$ cat config.mk
export PLATFORM = sky130hd
export DESIGN_NAME = shift_operand_stage
export DESIGN_NICKNAME = d
export VERILOG_FILES = /design/src/rtl/shift_pkg.sv /design/src/rtl/shift_count_decode.sv /design/src/rtl/shift_operand_stage.sv
export SDC_FILE = /design/constraint.sdc
export NUM_CORES = 1
export LEC_CHECK = 0
export CORE_ASPECT_RATIO = 0.75
export CORE_UTILIZATION = 31
export CTS_BUF_LIST = sky130_fd_sc_hd__clkbuf_8
export DETAILED_ROUTE_END_ITERATION = 10
export DONT_BUFFER_PORTS = 1
export SYNTH_ARGS = -nofsm -noshare
export SYNTH_HDL_FRONTEND = slang
export SYNTH_SLANG_ARGS = --single-unit
$ cat constraint.sdc
create_clock -name clk -period 2.45 [get_ports clk]
set_input_delay 0.6125 -clock clk [delete_from_list [all_inputs] [get_ports clk]]
set_output_delay 0.6125 -clock clk [all_outputs]
set_load 0.1 [all_outputs]
$ cat src/rtl/shift_pkg.sv
// shift_pkg: shared widths, FSM states and buffered-operation record for the shifter issue stage
package shift_pkg;
  localparam int DATAWIDTH = 16;
  localparam int AMTWIDTH = 5;
  localparam int ADDRWIDTH = 4;
  typedef enum logic [1:0] {EMPTY, ONE, TWO} state_t;
  typedef struct packed {
    logic [DATAWIDTH-1:0] shift_input;
    logic [AMTWIDTH-2:0] shift_amount;
    logic right_shift;
    logic zero_force;
    logic [ADDRWIDTH-1:0] dest_addr;
  } shift_op_t;
endpackage

$ cat src/rtl/shift_count_decode.sv
// shift_count_decode: signed shift count to direction, magnitude and most-negative flag
module shift_count_decode #(
  parameter int AMTWIDTH = 5
) (
  input logic [AMTWIDTH-1:0] count,
  output logic right_shift,
  output logic [AMTWIDTH-2:0] shift_amount,
  output logic zero_force
);
  logic [AMTWIDTH-2:0] lo;
  assign lo = count[AMTWIDTH-2:0];
  assign right_shift = count[AMTWIDTH-1];
  // negating the low bits alone gives |c|, and wraps the most negative count to 0
  assign shift_amount = right_shift ? -lo : lo;
  assign zero_force = right_shift && lo == '0;
endmodule

$ cat src/rtl/shift_operand_stage.sv
// shift_operand_stage: registered issue stage with 2-entry skid buffer feeding the shifter
import shift_pkg::*;

module shift_operand_stage #(
  parameter int DATAWIDTH = shift_pkg::DATAWIDTH,
  parameter int AMTWIDTH = shift_pkg::AMTWIDTH,
  parameter int ADDRWIDTH = shift_pkg::ADDRWIDTH
) (
  input logic clk,
  input logic reset,
  input logic flush,
  input logic in_valid,
  output logic in_ready,
  input logic is_imm,
  input logic [DATAWIDTH-1:0] rdest_data,
  input logic [DATAWIDTH-1:0] rsrc_data,
  input logic [AMTWIDTH-1:0] imm,
  input logic [ADDRWIDTH-1:0] dest_addr,
  output logic out_valid,
  input logic out_ready,
  output logic [DATAWIDTH-1:0] shift_input,
  output logic [AMTWIDTH-2:0] shift_amount,
  output logic right_shift,
  output logic zero_force,
  output logic [ADDRWIDTH-1:0] out_dest_addr
);
  state_t state, nxt;
  shift_op_t main_op, skid_op, in_op;
  logic [AMTWIDTH-1:0] count;
  logic xin, xout, unused_hi;
  assign unused_hi = ^rsrc_data[DATAWIDTH-1:AMTWIDTH];
  assign count = is_imm ? imm : rsrc_data[AMTWIDTH-1:0];
  shift_count_decode #(.AMTWIDTH(AMTWIDTH)) u_dec (
    .count(count),
    .right_shift(in_op.right_shift),
    .shift_amount(in_op.shift_amount),
    .zero_force(in_op.zero_force)
  );
  assign in_op.shift_input = rdest_data;
  assign in_op.dest_addr = dest_addr;
  assign xin = in_valid && in_ready;
  assign xout = out_valid && out_ready;
  always_comb begin
    nxt = flush ? EMPTY :
          state == EMPTY ? (xin ? ONE : EMPTY) :
          state == ONE ? (xin ? (xout ? ONE : TWO) : (xout ? EMPTY : ONE)) :
          (xout ? ONE : TWO);
  end
  always_ff @(posedge clk or negedge reset) begin
    if (!reset) begin
      state <= EMPTY;
      in_ready <= 1'b1;
      out_valid <= 1'b0;
      main_op <= '0;
      skid_op <= '0;
    end else begin
      state <= nxt;
      in_ready <= nxt != TWO;
      out_valid <= nxt != EMPTY;
      if (!flush && xin && (state == EMPTY || (state == ONE && xout))) main_op <= in_op;
      else if (state == TWO && xout) main_op <= skid_op;
      if (!flush && xin && state == ONE && !xout) skid_op <= in_op;
    end
  end
  assign shift_input = main_op.shift_input;
  assign shift_amount = main_op.shift_amount;
  assign right_shift = main_op.right_shift;
  assign zero_force = main_op.zero_force;
  assign out_dest_addr = main_op.dest_addr;
endmodule
* Yosys cells after proc, flatten, opt, wreduce, memory -nomap -nowiden *
Cells that the tools add are included.

word-level totals
  flip-flop bits (word level) = 56
  latch bits = 0
  RAM bits = 0
  ROM bits = 0
  input bits = 47
  output and inout port bits = 28
  word-level logic and storage cells = 44
  memories kept = 0

cells by class
  add/sub/neg operators = 1
  multipliers = 0
  divide/modulo/power cells = 0
  $lt $le $gt $ge = 0
  equal/unequal tests = 3
  shift-type cells = 0
  multiplexer cells = 11
  bitwise gates (word level) = 0
  reduce and logical (&&, ||, !) cells = 16

operators by type and width
  operator            count
  $mux 26             2
  $mux 2              5
  $logic_and 1x1->1   9
  $mux 5              1
  $logic_not 4->1     1
  $mux 4              1
  $neg 4->4           1
  $reduce_bool 2->1   2
  $eq 2x1->1 const B  1
  $eq 2x2->1 const B  1
  $logic_not 1->1     2
  $logic_not 2->1     1
  $mux 1              2
  $ne 2x2->1 const B  1
  $logic_or 1x1->1    1

* Logic depth before layout (Yosys ltp) *
Gate-level depths: netlist of the first run.

  word-level depth = 7
  depth in mapped cells = 7
  depth with buffers taken out = 7

* Modules after synthesis *
Synthesis of the first run repeated with hierarchy kept, for this count alone.

second synthesis, totals
  cell total of the unflattened synthesis = 184
  area total of the unflattened synthesis = 2,573.7 sq um

modules (own cells, without submodules)
  module               instances  cells each  area an instance (sq um)  seq. area each (sq um)
  shift_operand_stage  1          172         2,481.1                   1,402.6
  shift_count_decode   1          12          92.6                      0.0

* Worst setup path before layout of the first run *
OpenSTA, ideal clock, no wires.

  path type = reg2reg
  start = register out_valid
  end = register out_valid
  library setup time = 0.127 ns
  arrival time = 2.024 ns
  required time = 2.323 ns
  setup slack = 0.298 ns
  cell stages (with the launch flop) = 7
  buffers on the path = 0
  clock period less this slack = 2.152 ns
  path through = dfrtp_1 -> nand2_1 -> ha_1 -> nand2_1 -> o21ai_0 -> o21a_1 -> or2_2

between the ends
  cells in the longest elaborated chain, start to end = 7
  elaborated cells on any way between the ends = 8
  classes of those cells = mux (6); reduce/logical (2)

RTL lines
  element                           RTL line                                              text
  start: declaration                shift_operand_stage.sv:19                             output logic out_valid,
  start signal: assignment          shift_operand_stage.sv:53                             out_valid <= 1'b0;
  start signal: assignment          shift_operand_stage.sv:59                             out_valid <= nxt != EMPTY;
  $logic_and 1x1->1 *               shift_operand_stage.sv:42                             assign xout = out_valid && out_ready;
  $mux 1 or $mux 2 (tied branches)  shift_operand_stage.sv:46, shift_operand_stage.sv:47
  $mux 2                            shift_operand_stage.sv:46                             state == ONE ? (xin ? (xout ? ONE : TWO) : (xout ? EMPTY : ONE)) :
  $mux 2 *                          shift_operand_stage.sv:46
  $mux 2 *                          shift_operand_stage.sv:45                             state == EMPTY ? (xin ? ONE : EMPTY) :
  $mux 2 *                          shift_operand_stage.sv:44                             nxt = flush ? EMPTY :
  named net nxt[0]                  shift_operand_stage.sv:27                             state_t state, nxt;
  $reduce_bool 2->1 *               shift_operand_stage.sv:59

The timed path passes the listed nets; every way through them passes the cells marked *.
A chain may end at the register's enable or synchronous reset.

* Worst setup path after layout of the first run *
  start = register main_op, in the netlist right_shift
  end = output right_shift

RTL lines
  element                   RTL line                   text
  start: declaration        shift_operand_stage.sv:28  shift_op_t main_op, skid_op, in_op;
  start signal: assignment  shift_operand_stage.sv:60  if (!flush && xin && (state == EMPTY || (state == ONE && xout))) main_op <= in_op;
  start signal: assignment  shift_operand_stage.sv:61  else if (state == TWO && xout) main_op <= skid_op;
  end: declaration          shift_operand_stage.sv:23  output logic right_shift,

No word-level cell between the ends.

==> results by group, run 1 <==
Route
  – Antenna-violating nets left: 0
  – Final Routed Wirelength: 5480 um
  – Number of iterations in the first detailed-routing pass: 4
  – Drt drc: 0
  – Detailed Route Iter0 Violations: 78
  – Mean routed wirelength per cell: 16.5 um
  – Vias per cell: 4.87
  – Number of vias in the routed layout: 1618

Clock network
  – Cell chosen for the clock root: clkbuf_8
  – Number of clock sinks: 56
  – Clock Pin Slew Worst Setup and Hold Paths: 0.11 ns
  – Maximum number of buffers from clock root to sink: 2
  – CTS resizes: 0
  – Insertion delay to the later sink of the worst-skew pair: 0.32 ns
  – Htree depth: 2
  – Inserted Clock Buffers: 5
  – Buffers inserted during post-CTS setup optimization: 0
  – CTS tree: done

Final layout
  – Post-layout utilization of the core: 0.379
  – Diodes inserted: 0
  – Final Net Count: 279
  – Post-route standard cell area excluding fillers: 2870 sq um
  – Fillers: 764
  – Area taken by flip-flops and latches: 1400 sq um
  – Signed area change from the synthesized netlist to the final layout: 14.7%
  – Area occupied by multi-input gates: 1020 sq um
  – Ratio of cells with drive above 1 in the final layout: 0.281

Yosys
  – Syn nets: 256
  – Post-Synthesis Mean Instance Area: 12.1 sq um
  – Share of synthesized area occupied by flip-flops and latches: 0.560
  – Async set-reset flop share out of synthesis: 1.00
  – Number of library cell types mapped by synthesis: 35
  – Area of the mapped netlist: 2500 sq um
  – Number of standard cells after synthesis: 207
  – Top FF cell, synth: dfrtp_1
  – Number of flops mapped to enable cells by yosys: 0
  – Number of synthesis warnings: 0
  – Total of flip-flops plus latches after synthesis: 56

Floorplan
  – Die Area: 8440 sq um
  – Effective utilization at floorplan: 0.331
  – Chip height: 79.8 um
  – Width of the die: 106 um
  – I/O pins: 75
  – Core footprint: 7570 sq um
  – Number of placement rows: 27

GRT
  – All-Layer GR Usage: 0.138
  – Initial antenna violation count: 0
  – Global-route wire length before repair: 8720 um
  – Via count of the first global-routing pass: 1637
  – Overall overflow remaining after global route: 0
  – Pin count of the biggest net entering global routing: 56

Timing
  – Number of slew-limit violations in the final report: 0
  – Slew HR: 0.374
  – Hold Worst Slack: 0.128 ns
  – RSZ-0062 raised after global routing: no
  – Worst-case clock skew: 0.00967 ns
  – Actual slew at the worst max-slew pin: 0.940 ns
  – Total count of hold-check failures in the final report: 0
  – Total Negative Setup Slacks: 0 ns
  – Highest clock rate: 523 MHz
  – Min Tclk post-route: 1.91 ns
  – Setup Viol. Count Final: 0
  – Final cycle utilization of the critical path: 0.781

Critical path
  – Crit path DAT: 1.30 ns
  – Type of element launching the critical path: flop
  – Max FO, Critical Path: 2
  – Required time of the worst setup path: 1.84 ns
  – Critical path class: reg -> out
  – Critical Path Sink Type: output pin

Power
  – Worst vdd rail ir drop: 486 uV
  – Reported leakage power: 1.41 nW
  – Power per unit of standard cell area: 1320 nW/um^2

Job
  – Number of violations of the max-capacitance limit: 0

Place
  – Post-placement cell area: 2760 sq um
  – Port Buffers: 0
  – Final HPWL DP: 3510 um
  – Placer congestion estimate: 0.696

Status
  – Run status: finished, final reports clean

Hold path
  – Path category of the worst min-delay check: in -> async
cell usage in the layout, fill, tap and decap left out, types with 2 or more instances in the layout:
| master | count |
|---|---|
| buf_4 | 27 |
| o21ai_0 | 6 |
| nor2_1 | 6 |
| nand2_1 | 52 |
| dfrtp_1 | 55 |
| a22oi_1 | 21 |
| a221o_1 | 4 |
| mux2_4 | 19 |
| mux2_2 | 2 |
| clkbuf_8 | 5 |
| a21oi_1 | 2 |
| inv_1 | 3 |
| mux2i_1 | 4 |
| ha_1 | 2 |
| xor2_1 | 2 |
routing by layer:
layer | part of all wire | track usage
met4 | 0.013 | 0.0528
met1 | 0.48 | 0.178
met3 | 0.082 | 0.0588
met5 | 0 | 0
met2 | 0.42 | 0.206
path summary, 6_finish.rpt:
kind | start | depth (start not counted) | slack [ns] | to
max | right_shift$_DFFE_PN0P_ | 0 | 0.54 | right_shift
min | reset | 0 | 0.13 | in_ready$_DFF_PN1_
max reg2reg | state[1]$_DFF_PN0_ | 5 | 0.82 | shift_input[11]$_DFFE_PN0P_
min reg2reg | shift_input[9]$_DFFE_PN0P_ | 2 | 0.49 | shift_input[9]$_DFFE_PN0P_
max in group asynchronous | reset | 1 | 2.06 | shift_input[11]$_DFFE_PN0P_
min in group clk | flush | 1 | 0.38 | state[1]$_DFF_PN0_
repair_timing:
item,CTS,global route
endpoints found under the hold margin,55,0
endpoints found under the setup margin,0,0
hold buffers,1,0
where the power goes:
group | internal, mW | total (mW) | switching, mW
Sequential | 1.27 | 1.64 | 0.369
Combinational | 0.491 | 1.64 | 1.15
Clock | 0.200 | 0.516 | 0.316
through the flow:
| stage | setup slack, ns | power (mW) | std cells |
|---|---|---|---|
| after floorplan | 0.298 | 2.96 | 207 |
| after global placement | 0.607 | 3.25 | 323 |
| after detailed placement | 0.577 | 3.28 | 323 |
| after CTS | 0.528 | 3.83 | 332 |
| after global routing | 0.507 | 3.97 | 332 |
| final | 0.537 | 3.79 | 332 |
state kept, by name, indices dropped and copies added (netlist names):
register,cells
state,2
zero_force,1
in_ready,1
skid_op,26
shift_input,16
shift_amount,4
out_valid,1
right_shift,1
out_dest_addr,4
kinds of logic (layout without fill, tap and decap cells):
kind of cell             after synthesis  count (layout)  share of synthesized area
flip-flops                            56              56                      0.560
buffers and inverters                 14              38                     0.0360
AO/OA/AOI/OAI                         40              40                      0.119
multiplexers                          26              26                      0.148
adder cells (fa/ha/maj)                2               2                    0.00999
AND/OR/NAND/NOR                       67              67                      0.120
XOR/XNOR                               2               2                    0.00700
cell usage after synthesis, types with 2 or more instances:
cell type | number | share of area
dfrtp_1 | 55 | 0.55
nand2_1 | 52 | 0.078
mux2_4 | 19 | 0.11
nor2_1 | 6 | 0.0090
o21ai_0 | 6 | 0.012
inv_1 | 2 | 0.0030
mux2_2 | 2 | 0.0090
buf_6 | 3 | 0.013
buf_2 | 6 | 0.012
mux2i_1 | 4 | 0.016
ha_1 | 2 | 0.010
buf_4 | 2 | 0.0060
a21oi_1 | 2 | 0.0040
a221o_1 | 4 | 0.016
xor2_1 | 2 | 0.0070
a22oi_1 | 21 | 0.063
layout make-up:
| cell class | count | area share |
|---|---|---|
| clock buffers | 5 | 0.0240 |
| clock inverters | 3 | 0.00697 |
| inverters | 2 | 0.00261 |
| multi-input cells | 137 | 0.354 |
| flip-flops and latches | 56 | 0.488 |
| well taps | 101 | 0.0440 |
| repair buffers | 28 | 0.0802 |
(Power assumes the default switching activity.)
==> inputs of run 2 (changes only) <==
Clock period 2.45 ns to 1.85 ns, I/O delays scaled along.
==> run 2 against run 1 <==
Net effect:
- clock-buffer cell count increased by 1
- die area unchanged
- via count increased by 1.4%
- cell area increased by 0.92%
- non-clock buffer count unchanged
- clock power increased by 37%
- core utilization increased by 0.35 points
- worst setup slack got worse by 0.43 ns
- clock skew decreased by 0.00067 ns
- sequential power increased by 27%
- total power increased by 34%
- critical endpoint is now zero_force
- largest power group is now combinational logic
==> results by group, run 2 (synthesis results as in run 1) <==
Place
  – Port Buffers: 0
  – Final HPWL DP: 3510 um
  – Placer congestion estimate: 0.696
  – Post-placement cell area: 2770 sq um
  – Worst slack after detailed placement: 0.156 ns

Route
  – Final Routed Wirelength: 5480 um
  – Detailed Route Iter0 Violations: 70
  – Number of vias in the routed layout: 1640
  – Met3 wire len: 414 um
  – Vias per cell: 4.94
  – Mean routed wirelength per cell: 16.5 um
  – Antenna-violating nets left: 0
  – Routed met1 length: 2530 um
  – Number of iterations in the first detailed-routing pass: 4
  – Drt drc: 0
  – Total length of routed met2 wires: 2490 um
  – Top routing layer in use: met4

Clock network
  – Number of clock sinks: 56
  – Inserted Clock Buffers: 5
  – Cell chosen for the clock root: clkbuf_8
  – Htree depth: 2
  – CTS resizes: 0
  – Maximum number of buffers from clock root to sink: 2
  – Insertion delay to the later sink of the worst-skew pair: 0.31 ns
  – CTS tree: done
  – Clock Pin Slew Worst Setup and Hold Paths: 0.11 ns

Critical path
  – Required time of the worst setup path: 1.39 ns
  – Critical path depth in cells: 0
  – Crit path DAT: 1.28 ns
  – Critical Path Sink Type: output pin
  – Crit path launch: zero_force$_DFFE_PN0P_
  – Critical register-to-register path startpoint: in_ready$_DFF_PN1_
  – Worst R2R Path Depth: 7
  – Worst setup endpoint: zero_force
  – Setup slack of the worst register-to-register path: 0.18 ns
  – FF-to-FF End: out_valid$_DFF_PN0_
  – Critical path class: reg -> out
  – Max FO, Critical Path: 2
  – Type of element launching the critical path: flop

Timing
  – Hold Worst Slack: 0.00434 ns
  – Highest clock rate: 575 MHz
  – Setup Viol. Count Final: 0
  – Min Tclk post-route: 1.74 ns
  – Actual slew at the worst max-slew pin: 0.932 ns
  – Worst-case clock skew: 0.00900 ns
  – RSZ-0062 raised after global routing: no
  – Number of slew-limit violations in the final report: 0
  – Final cycle utilization of the critical path: 0.940
  – Total count of hold-check failures in the final report: 0
  – Slew HR: 0.378
  – Total Negative Setup Slacks: 0 ns
  – Final worst-path setup slack: 0.110 ns

Floorplan
  – Die Area: 8440 sq um
  – Width of the die: 106 um
  – Core footprint: 7570 sq um
  – Number of placement rows: 27
  – I/O pins: 75
  – Chip height: 79.8 um
  – Effective utilization at floorplan: 0.331

Power
  – Power per unit of standard cell area: 1750 nW/um^2
  – Switching Power: 2.42 mW
  – Comb pwr share: 0.447
  – Part of the total power dissipated in the clock network: 0.140
  – Total power after layout: 5.07 mW
  – Design internal power: 2.65 mW
  – Reported leakage power: 1.41 nW
  – Sw frac: 0.478
  – Sequential share of power: 0.413
  – Worst vdd rail ir drop: 604 uV

Final layout
  – Most common cell after layout, fill and taps aside: dfrtp_1
  – Fillers: 741
  – Most flops, register: skid_op
  – Ratio of cells with drive above 1 in the final layout: 0.290
  – Max reg flops: 26
  – Signed area change from the synthesized netlist to the final layout: 15.7%
  – Diodes inserted: 0
  – Final Net Count: 279
  – Highest-count cells in the layout ignoring fill and taps: dfrtp_1 (54), nand2_1 (52), buf_4 (26), a22oi_1 (21), mux2_4 (19)
  – Post-route standard cell area excluding fillers: 2900 sq um

GRT
  – Pin count of the biggest net entering global routing: 57
  – Initial antenna violation count: 0
  – Overall overflow remaining after global route: 0
  – Global-route wire length before repair: 9000 um
  – Via count of the first global-routing pass: 1689
  – All-Layer GR Usage: 0.140

Status
  – Run status: finished, final reports clean

Hold path
  – Path category of the worst min-delay check: in -> async

Job
  – Number of violations of the max-capacitance limit: 0
## run 2: layout make-up
cell class	instances	area (sq um)	area share
Clock buffer	6	82.6	0.0285
Clock inverter	2	15.0	0.00518
Inverter	2	7.51	0.00259
Multi-Input combinational cell	137	1020	0.351
Sequential cell	56	1410	0.486
Tap cell	101	126	0.0436
Timing Repair Buffer	28	243	0.0838
## run 2: what timing repair did
item | 4_1_cts | 5_1_grt
hold endpoints to repair | 56 | 0
setup buffers | 0 | 0
hold buffers | 1 | 0
## run 2: power by group through the flow
| stage | combinational (mW) | clock [mW] | sequential, mW |
|---|---|---|---|
| after floorplan | 0.656 | 0 | 3.27 |
| after global placement | 2.23 | 0 | 2.09 |
| after detailed placement | 2.25 | 0 | 2.12 |
| after CTS | 2.29 | 0.739 | 2.10 |
| after global routing | 2.40 | 0.790 | 2.15 |
| final | 2.27 | 0.709 | 2.09 |
## run 2: worst min-delay path by stage
| stage | startpoint | to | slack [ns] | cells past startpoint |
|---|---|---|---|---|
| 4_1_cts | reset | shift_input[4]$_DFFE_PN0P_ | 0.008 | 1 |
| 2_1_floorplan | reset | out_dest_addr[0]$_DFFE_PN0P_ | 0.17 | 0 |
| 5_1_grt | reset | skid_op[10]$_DFFE_PN0P_ | 0.002 | 1 |
| 3_5_place_dp | reset | shift_amount[2]$_DFFE_PN0P_ | 0.17 | 0 |
| 3_3_place_gp | reset | shift_amount[1]$_DFFE_PN0P_ | 0.17 | 0 |
| 6_report | reset | skid_op[10]$_DFFE_PN0P_ | 0.004 | 1 |
## run 2: through the flow
step | util | std cells
final | 0.383 | 332
after global routing | 0.383 | 332
after CTS | 0.383 | 332
after detailed placement | 0.366 | 323
after global placement | 0.366 | 323
after floorplan | - | 207
## run 2: metal layers
metal	global-route usage	vias to the layer above
met5	0	-
met4	0.0417	0
met3	0.0531	5
met2	0.224	47
met1	0.177	816
li1	-	772
